===== src/rtl/ms9_slave_feeder_pkg.sv =====
// ============================================================================
// Module   : ms9_feeder_types (package)
// Purpose  : Shared types and constants for the ms9 slave feeder.
// Revision : 1.0 - initial release
// ============================================================================
`default_nettype none

package ms9_feeder_types;

    localparam int MS9_WORD_W = 32;

    typedef enum logic [1:0] {
        SEC_IDLE = 2'd0,
        SEC_EMIT = 2'd1,
        SEC_GAP  = 2'd2
    } Sections;

endpackage

`default_nettype wire


===== src/rtl/ms9_slave_feeder_fifo.sv =====
// ============================================================================
// Module   : ms9_feeder_fifo
// Purpose  : DEPTH-entry synchronous FIFO with clear; caller guards push/pop.
// Revision : 1.0 - initial release
// ============================================================================
`default_nettype none

module ms9_feeder_fifo #(
    parameter int DEPTH = 4,
    parameter int WIDTH = 32
) (
    input  logic                     clk,
    input  logic                     rst,
    input  logic                     clear,
    input  logic                     push,
    input  logic                     pop,
    input  logic [WIDTH-1:0]         wdata,
    output logic [WIDTH-1:0]         head,
    output logic [$clog2(DEPTH):0]   level
);

    localparam int PTR_W = $clog2(DEPTH);
    localparam int LVL_W = PTR_W + 1;

    logic [WIDTH-1:0] mem [DEPTH];
    logic [PTR_W-1:0] wr_ptr;
    logic [PTR_W-1:0] rd_ptr;

    always_ff @(posedge clk or posedge rst) begin
        if (rst) begin
            wr_ptr <= '0;
            rd_ptr <= '0;
            level  <= '0;
        end else if (clear) begin
            wr_ptr <= '0;
            rd_ptr <= '0;
            level  <= '0;
        end else begin
            // DEPTH is a power of two, so pointer overflow is the modulo wrap
            if (push) wr_ptr <= wr_ptr + 1'b1;
            if (pop)  rd_ptr <= rd_ptr + 1'b1;
            level <= level + LVL_W'(push) - LVL_W'(pop);
        end
    end

    always_ff @(posedge clk) begin
        if (push && !clear) mem[wr_ptr] <= wdata;
    end

    assign head = mem[rd_ptr];

endmodule

`default_nettype wire


===== src/rtl/ms9_slave_feeder.sv =====
// ============================================================================
// Module   : ms9_slave_feeder
// Purpose  : Buffers producer words and emits them as value+sync pulses,
//            at most one per PERIOD cycles. Optional MS9_FEEDER_STATS_EN
//            adds emit/stall counters.
// Revision : 1.0 - initial release
// ============================================================================
`default_nettype none

module ms9_slave_feeder
    import ms9_feeder_types::*;
#(
    parameter int DEPTH  = 4,
    parameter int PERIOD = 2
) (
    input  logic                          clk,
    input  logic                          rst,
    input  logic signed [MS9_WORD_W-1:0]  in_data,
    input  logic                          in_valid,
    output logic                          in_ready,
    input  logic                          flush,
    output logic signed [MS9_WORD_W-1:0]  out_data,
    output logic                          out_sync,
`ifdef MS9_FEEDER_STATS_EN
    output logic [31:0]                   emit_count,
    output logic [31:0]                   stall_count,
`endif
    output logic [$clog2(DEPTH):0]        level
);

    localparam int GAP_W = (PERIOD > 1) ? $clog2(PERIOD) : 1;

    Sections                 section, section_nxt;
    logic [GAP_W-1:0]        gap_cnt, gap_nxt;
    logic [MS9_WORD_W-1:0]   head;
    logic [MS9_WORD_W-1:0]   out_data_nxt;
    logic                    emit;
    logic                    push;

    ms9_feeder_fifo #(
        .DEPTH (DEPTH),
        .WIDTH (MS9_WORD_W)
    ) u_fifo (
        .clk   (clk),
        .rst   (rst),
        .clear (flush),
        .push  (push),
        .pop   (emit),
        .wdata (in_data),
        .head  (head),
        .level (level)
    );

    // Ready looks only at the registered level, so a same-edge pop never frees a slot
    assign in_ready = (level != ($clog2(DEPTH)+1)'(DEPTH));
    assign push     = in_valid && in_ready && !flush;
    assign emit     = (gap_cnt == '0) && (level != '0) && !flush;

    always_ff @(posedge clk or posedge rst) begin
        if (rst) begin
            section  <= SEC_IDLE;
            gap_cnt  <= '0;
            out_data <= '0;
            out_sync <= 1'b0;
        end else begin
            section  <= section_nxt;
            gap_cnt  <= gap_nxt;
            out_data <= out_data_nxt;
            out_sync <= emit;
        end
    end

    always_comb begin
        section_nxt = SEC_IDLE;
        gap_nxt     = '0;
        if (flush) begin
            section_nxt = SEC_IDLE;
            gap_nxt     = '0;
        end else if (emit) begin
            section_nxt = SEC_EMIT;
            gap_nxt     = GAP_W'(PERIOD - 1);
        end else begin
            gap_nxt     = (gap_cnt != '0) ? gap_cnt - 1'b1 : '0;
            section_nxt = (gap_nxt != '0) ? SEC_GAP : SEC_IDLE;
        end
    end

    always_comb begin
        out_data_nxt = out_data;
        if (emit) out_data_nxt = head;
    end

`ifdef MS9_FEEDER_STATS_EN
    always_ff @(posedge clk or posedge rst) begin
        if (rst) begin
            emit_count  <= '0;
            stall_count <= '0;
        end else if (flush) begin
            emit_count  <= '0;
            stall_count <= '0;
        end else begin
            emit_count  <= emit_count + 32'(emit);
            stall_count <= stall_count + 32'(in_valid && !in_ready);
        end
    end
`endif

endmodule

`default_nettype wire


===== config.mk =====
export PLATFORM = sky130hd
export DESIGN_NAME = ms9_slave_feeder
export DESIGN_NICKNAME = d
export VERILOG_FILES = /design/src/rtl/ms9_slave_feeder_pkg.sv /design/src/rtl/ms9_slave_feeder_fifo.sv /design/src/rtl/ms9_slave_feeder.sv
export SDC_FILE = /design/constraint.sdc
export NUM_CORES = 1
export LEC_CHECK = 0
export ABC_CLOCK_PERIOD_IN_PS = 7700
export CORE_MARGIN = 2
export CORE_UTILIZATION = 48
export CTS_CLUSTER_DIAMETER = 80
export DETAILED_ROUTE_END_ITERATION = 6
export GPL_TIMING_DRIVEN = 0
export PLACE_DENSITY = 0.7
export SLEW_MARGIN = 20
export SYNTH_ARGS = -nofsm -noshare
export SYNTH_HDL_FRONTEND = slang
export SYNTH_SLANG_ARGS = --single-unit

===== constraint.sdc =====
create_clock -name clk -period 7.7 [get_ports clk]
set_clock_uncertainty 0.15 [all_clocks]
set_input_delay 1.925 -clock clk [delete_from_list [all_inputs] [get_ports clk]]
set_output_delay 1.925 -clock clk [all_outputs]
set_load 0.1 [all_outputs]

After elaboration in Yosys (flattened, before gate mapping)
Memories as Yosys holds them, arrays and structs flattened. A register that Yosys moved wholly into a read port is not among the register bits.
Index checks and enable logic that the tools add are counted.

cells by class
  $add $sub $neg = 5
  equality and inequality tests = 1
  mux-type cells = 10
  bitwise logic cells = 1
  reduce and logical (&&, ||, !) cells = 9

operators by type and width
  cell                                          number
  two-way mux 2 bit                             4
  logical AND 1 bit                             5
  two-way mux 1 bit                             5
  adder 2 x 1 -> 2 bit, second input constant   2
  nonzero test 2 bit                            2
  adder 3 x 1 -> 3 bit                          1
  two-way mux 3 bit                             1
  inequality test 3 bit, second input constant  1
  nonzero test 3 bit                            1
  subtractor 3 x 1 -> 3 bit                     1
  logical NOT 1 bit                             1
  inverter 1 bit                                1
  subtractor 1 bit, second input constant       1

storage, ports and cells
  register bits = 9
  memory bits (writable) = 128
  input port bits = 36
  output and inout port bits = 37
  word-level logic and storage cells = 32
  memories = 1

memories
  name        words  bits a word  rd ports  clocked after memory_dff  wr ports  RTL line                     source
  u_fifo.mem  4      32           1         1                         1         ms9_slave_feeder_fifo.sv:25  logic [WIDTH-1:0] mem [DEPTH];

Longest topological paths before layout
  depth in word-level cells = 6
  gate-level depth with buffers = 12
  depth with buffers taken out = 10

Cells and area by module
A second synthesis with hierarchy kept.

second synthesis, totals
  cell total of the unflattened synthesis = 280
  area, all modules = 6471.2 um^2

by module, submodules not included
  module            instances  cells an instance  area each (um^2)  seq. area each (um^2)
  ms9_feeder_fifo   1          206                5096.1            4018.9
  ms9_slave_feeder  1          74                 1375.1            825.8

Least setup slack after synthesis
Ideal clock, no wire load.

  path type = input-to-reg
  from = in flush
  to = reg u_fifo.level[2]
  library setup time = 0.119 ns
  arrival = 3.747 ns
  data required time = 7.431 ns
  path slack = 3.683 ns
  stages = 12
  path buffers = 3
  path through = buf_6 -> or3_1 -> buf_6 -> buf_12 -> inv_1 -> ha_1 -> inv_1 -> ha_1 -> inv_1 -> fa_1 -> xnor2_1 -> nor2_1

between the ends
  elaborated cells on any way between the ends = 6
  those cells by class = 2 x add/sub; 1 x mux; 3 x reduce/logical

RTL lines
  what                       RTL line                     source
  start, declared            ms9_slave_feeder.sv:21       input logic flush,
  logical NOT 1 bit          ms9_slave_feeder.sv:57       assign emit = (gap_cnt == '0) && (level != '0) && !flush;
  logical AND 1 bit          ms9_slave_feeder.sv:57
  net emit                   ms9_slave_feeder.sv:37       logic emit;
  subtractor 3 x 1 -> 3 bit  ms9_slave_feeder_fifo.sv:42  level <= level + LVL_W'(push) - LVL_W'(pop);
  two-way mux 3 bit          ms9_slave_feeder_fifo.sv:34  end else if (clear) begin
  end signal, assigned       ms9_slave_feeder_fifo.sv:42
  end, declared              ms9_slave_feeder_fifo.sv:19  output logic [$clog2(DEPTH):0] level

The timed path passes the listed nets, and every way through them passes these cells.
A chain may end at the register's enable or synchronous reset.

Final worst setup path
  from = reg u_fifo.level[1]
  to = out in_ready

between the ends
  longest elaborated chain between the ends = 1

ends and longest elaborated chain
  what                   RTL line                source
  inequality test 3 bit  ms9_slave_feeder.sv:55  assign in_ready = (level != ($clog2(DEPTH)+1)'(DEPTH));
  end, declared          ms9_slave_feeder.sv:20  output logic in_ready,

No other way between the ends.

==> flow_metrics.py <==
metrics = {
    "run_status": {
        "outcome": "complete, no violations",
    },
    "sta": {
        "final.setup.tns_ns": 0,
        "tightest_slew_ns": 0.986,
        "relSlewSlack": 0.340,
        "worst_slack_ns": 3.16,
        "finalHoldViolCount": 0,
        "fin_crit_sh": 0.589,
        "fmax_mhz": 220,
        "finalSetupViolCount": 0,
        "fin_crit_ns": 4.54,
        "rsz0062_at_grt": "false",
        "drv_slew": 0,
    },
    "routing": {
        "dr_total_vias": 3000,
        "drtAntennaViolNets": 0,
        "first_iter_violations": 176,
        "wirelength_mm": 11.3,
        "drc": 0,
        "dr.pass1.iters": 4,
        "routed_via_density": 5.25,
        "routedWlPerCell_um": 19.7,
    },
    "setup_path": {
        "crit_path_end": "in_ready",
        "r2r_cells": 12,
        "crit_path_end_kind": "primary output",
        "crit_arrival_ns": 2.46,
        "r2r_start": "u_fifo.level[1]$_DFF_PP0_",
        "worstSetupPathType": "register to primary output",
        "startpoint_type": "register",
        "crit_path_start": "u_fifo.level[1]$_DFF_PP0_",
        "crit_fanout": 5,
        "crit_required_ns": 5.62,
        "r2r_slack_ns": 4.87,
        "crit-reg2reg-capture": "u_fifo.level[2]$_DFF_PP0_",
    },
    "clock_tree": {
        "htreeDepth": 4,
        "ctsRootBufferMaster": "clkbuf_16",
        "cts.sinks": 168,
        "clock_latency_ns": 0.42,
        "clk_path_buf_depth": 2,
        "cts_tree": "yes",
        "numCtsBuffers": 17,
        "hold_buffers": 0,
        "path_clk_slew_ns": 0.06,
        "postCtsSetupRepairBufs": 0,
        "cts_resized": 0,
    },
    "grt": {
        "grt_pass1_vias": 3181,
        "grt_max_degree": 23,
        "grt_first_pass_wirelength_mm": 17.6,
        "gr-total-overflow": 0,
        "grt_antenna_before_repair": 0,
        "grt_use_total": 0.169,
    },
    "floorplanning": {
        "core_area_um2": 13300,
        "num_io_pins": 73,
        "die-area_um2": 14600,
        "rows": 42,
        "die_x_um": 121,
        "initial_utilization": 0.492,
        "die_h_um": 121,
    },
    "yosys": {
        "synth.distinct_cells": 26,
        "yosysSeqAreaShare": 0.741,
        "yosysWarnings": 0,
        "yosys.area.top_type_share": 0.588,
        "synth_edf_count": 128,
        "yosys.cell_count.top_type": "edfxtp_1",
        "synth_nets": 330,
        "avgSynthCellArea_um2": 22.8,
        "yosysTopAreaCell": "edfxtp_1",
        "syn_inst": 287,
        "synthArstFlopShare": 0.238,
        "synth-seq-cells": 168,
        "synthFlopType": "edfxtp_1",
        "synth_area_leaders": "edfxtp_1 59%, dfrtp_1 15%, mux4_1 8.0%, mux2_4 6.7%, mux4_2 4.1%",
        "netlist_area_um2": 6540,
        "synth_common_cells": "128 x edfxtp_1, 40 x dfrtp_1, 29 x mux2_4",
    },
    "pwr": {
        "pwr-share-seq": 0.342,
        "internal-power_mw": 2.07,
        "power.switching_mw": 1.42,
        "p_per_area_nw_per_um2": 429,
        "comb_power_share": 0.436,
        "vdd.ir_drop.worst_uv": 329,
        "p_sw_frac": 0.407,
        "power_leakage_nw": 2.97,
        "clkPwrFrac": 0.222,
    },
    "hold_path": {
        "min_path_cells": 1,
        "min_path_type": "register to register",
    },
    "placed_design": {
        "pre_cts_ws_ns": 3.44,
        "dp_hpwl_mm": 7.11,
        "io_buffers": 71,
        "gp_congestion": 0.709,
    },
    "final_layout": {
        "antenna_cells": 0,
        "drive_gt1_frac": 0.243,
        "area_delta_synth_final_pct": 24.6,
        "nNetsFinal": 425,
    },
    "flow_run": {
        "maxCapViolations": 0,
    },
}
worst max-delay path, stage by stage, from the launching register on:
cell and delay (ns):
dfrtp_1 0.46, nor3b_1 0.45, inv_1 0.14, clkdlybuf4s50_1 0.99
flip-flops by register name, indices dropped and copies added, names as in the netlist:
signal	cells
gap_cnt	1
out_data	32
u_fifo.level	3
u_fifo.mem	128
u_fifo.rd_ptr	2
u_fifo.wr_ptr	2
per-stage QoR:
step           total power [mW]  cells  cell area (um^2)   util  hold WS (ns)
2_1_floorplan              2.40    287              6540      -         0.404
4_1_cts                    3.52    571              8140  0.612         0.366
5_1_grt                    3.62    571              8140  0.612         0.383
3_5_place_dp               2.74    539              7590  0.571         0.345
6_report                   3.49    571              8140  0.612         0.360
3_3_place_gp               2.72    534              7470  0.562         0.345
power groups by stage:
stage	sequential, mW	clock (mW)	combinational [mW]
after floorplan	1.88	0	0.518
after global placement	1.21	0	1.51
after detailed placement	1.21	0	1.53
after CTS	1.20	0.790	1.54
after global routing	1.21	0.829	1.58
final	1.19	0.774	1.52
placed cells by master, fill, tap and decap left out, drive strengths merged, types with 2 or more instances in the layout:
master / synthesis / routed
ha: 6 / 6
mux2: 32 / 32
clkdlybuf4s50: 0 / 71
or3: 2 / 2
nor2: 2 / 2
and2: 4 / 4
clkbuf: 3 / 21
a21oi: 4 / 4
o21ai: 3 / 3
buf: 10 / 15
clkinvlp: 0 / 2
edfxtp: 128 / 128
mux4: 32 / 32
nor3: 2 / 2
dfrtp: 40 / 40
clkinv: 0 / 7
inv: 10 / 15
nand3: 2 / 2
cell type report:
cell class                      instances  area, um^2
Fill cell                             954        5150
Sequential cell                       168        4840
Multi-Input combinational cell         96        1510
Timing Repair Buffer                   76         833
Clock buffer                           18         429
Tap cell                              176         220
Buffer                                 13         144
Clock inverter                         14         118
Inverter                               10        37.5
routing by layer:
layer	vias to the layer above	global-route usage	part of all wire
met1	1558	0.223	0.44
met5	-	0	0
met4	0	0.0458	0.0071
li1	1357	-	-
met2	79	0.270	0.50
met3	6	0.0590	0.051
cell families (layout without fill, tap and decap cells):
| group | after synthesis | after routing | synth area share |
|---|---|---|---|
| flops | 168 | 168 | 0.741 |
| mux | 64 | 64 | 0.194 |
| buf+inv | 23 | 131 | 0.0278 |
| simple gates | 15 | 15 | 0.0136 |
| compound gates | 8 | 8 | 0.00651 |
| fa+ha+maj | 7 | 7 | 0.0146 |
| xor+xnor | 2 | 2 | 0.00268 |
worst min path at each step:
stage | start | slack [ns] | end
floorplan | u_fifo.wr_ptr[0]$_DFFE_PP0P_ | 0.40 | u_fifo.wr_ptr[0]$_DFFE_PP0P_
global placement | out_data[10]$_DFFE_PP0P_ | 0.35 | out_data[10]$_DFFE_PP0P_
detailed placement | out_data[24]$_DFFE_PP0P_ | 0.35 | out_data[24]$_DFFE_PP0P_
CTS | out_data[5]$_DFFE_PP0P_ | 0.37 | out_data[5]$_DFFE_PP0P_
global route | out_data[4]$_DFFE_PP0P_ | 0.38 | out_data[4]$_DFFE_PP0P_
finish | out_data[29]$_DFFE_PP0P_ | 0.36 | out_data[29]$_DFFE_PP0P_
Note: power is estimated with default switching activity, not from simulation.
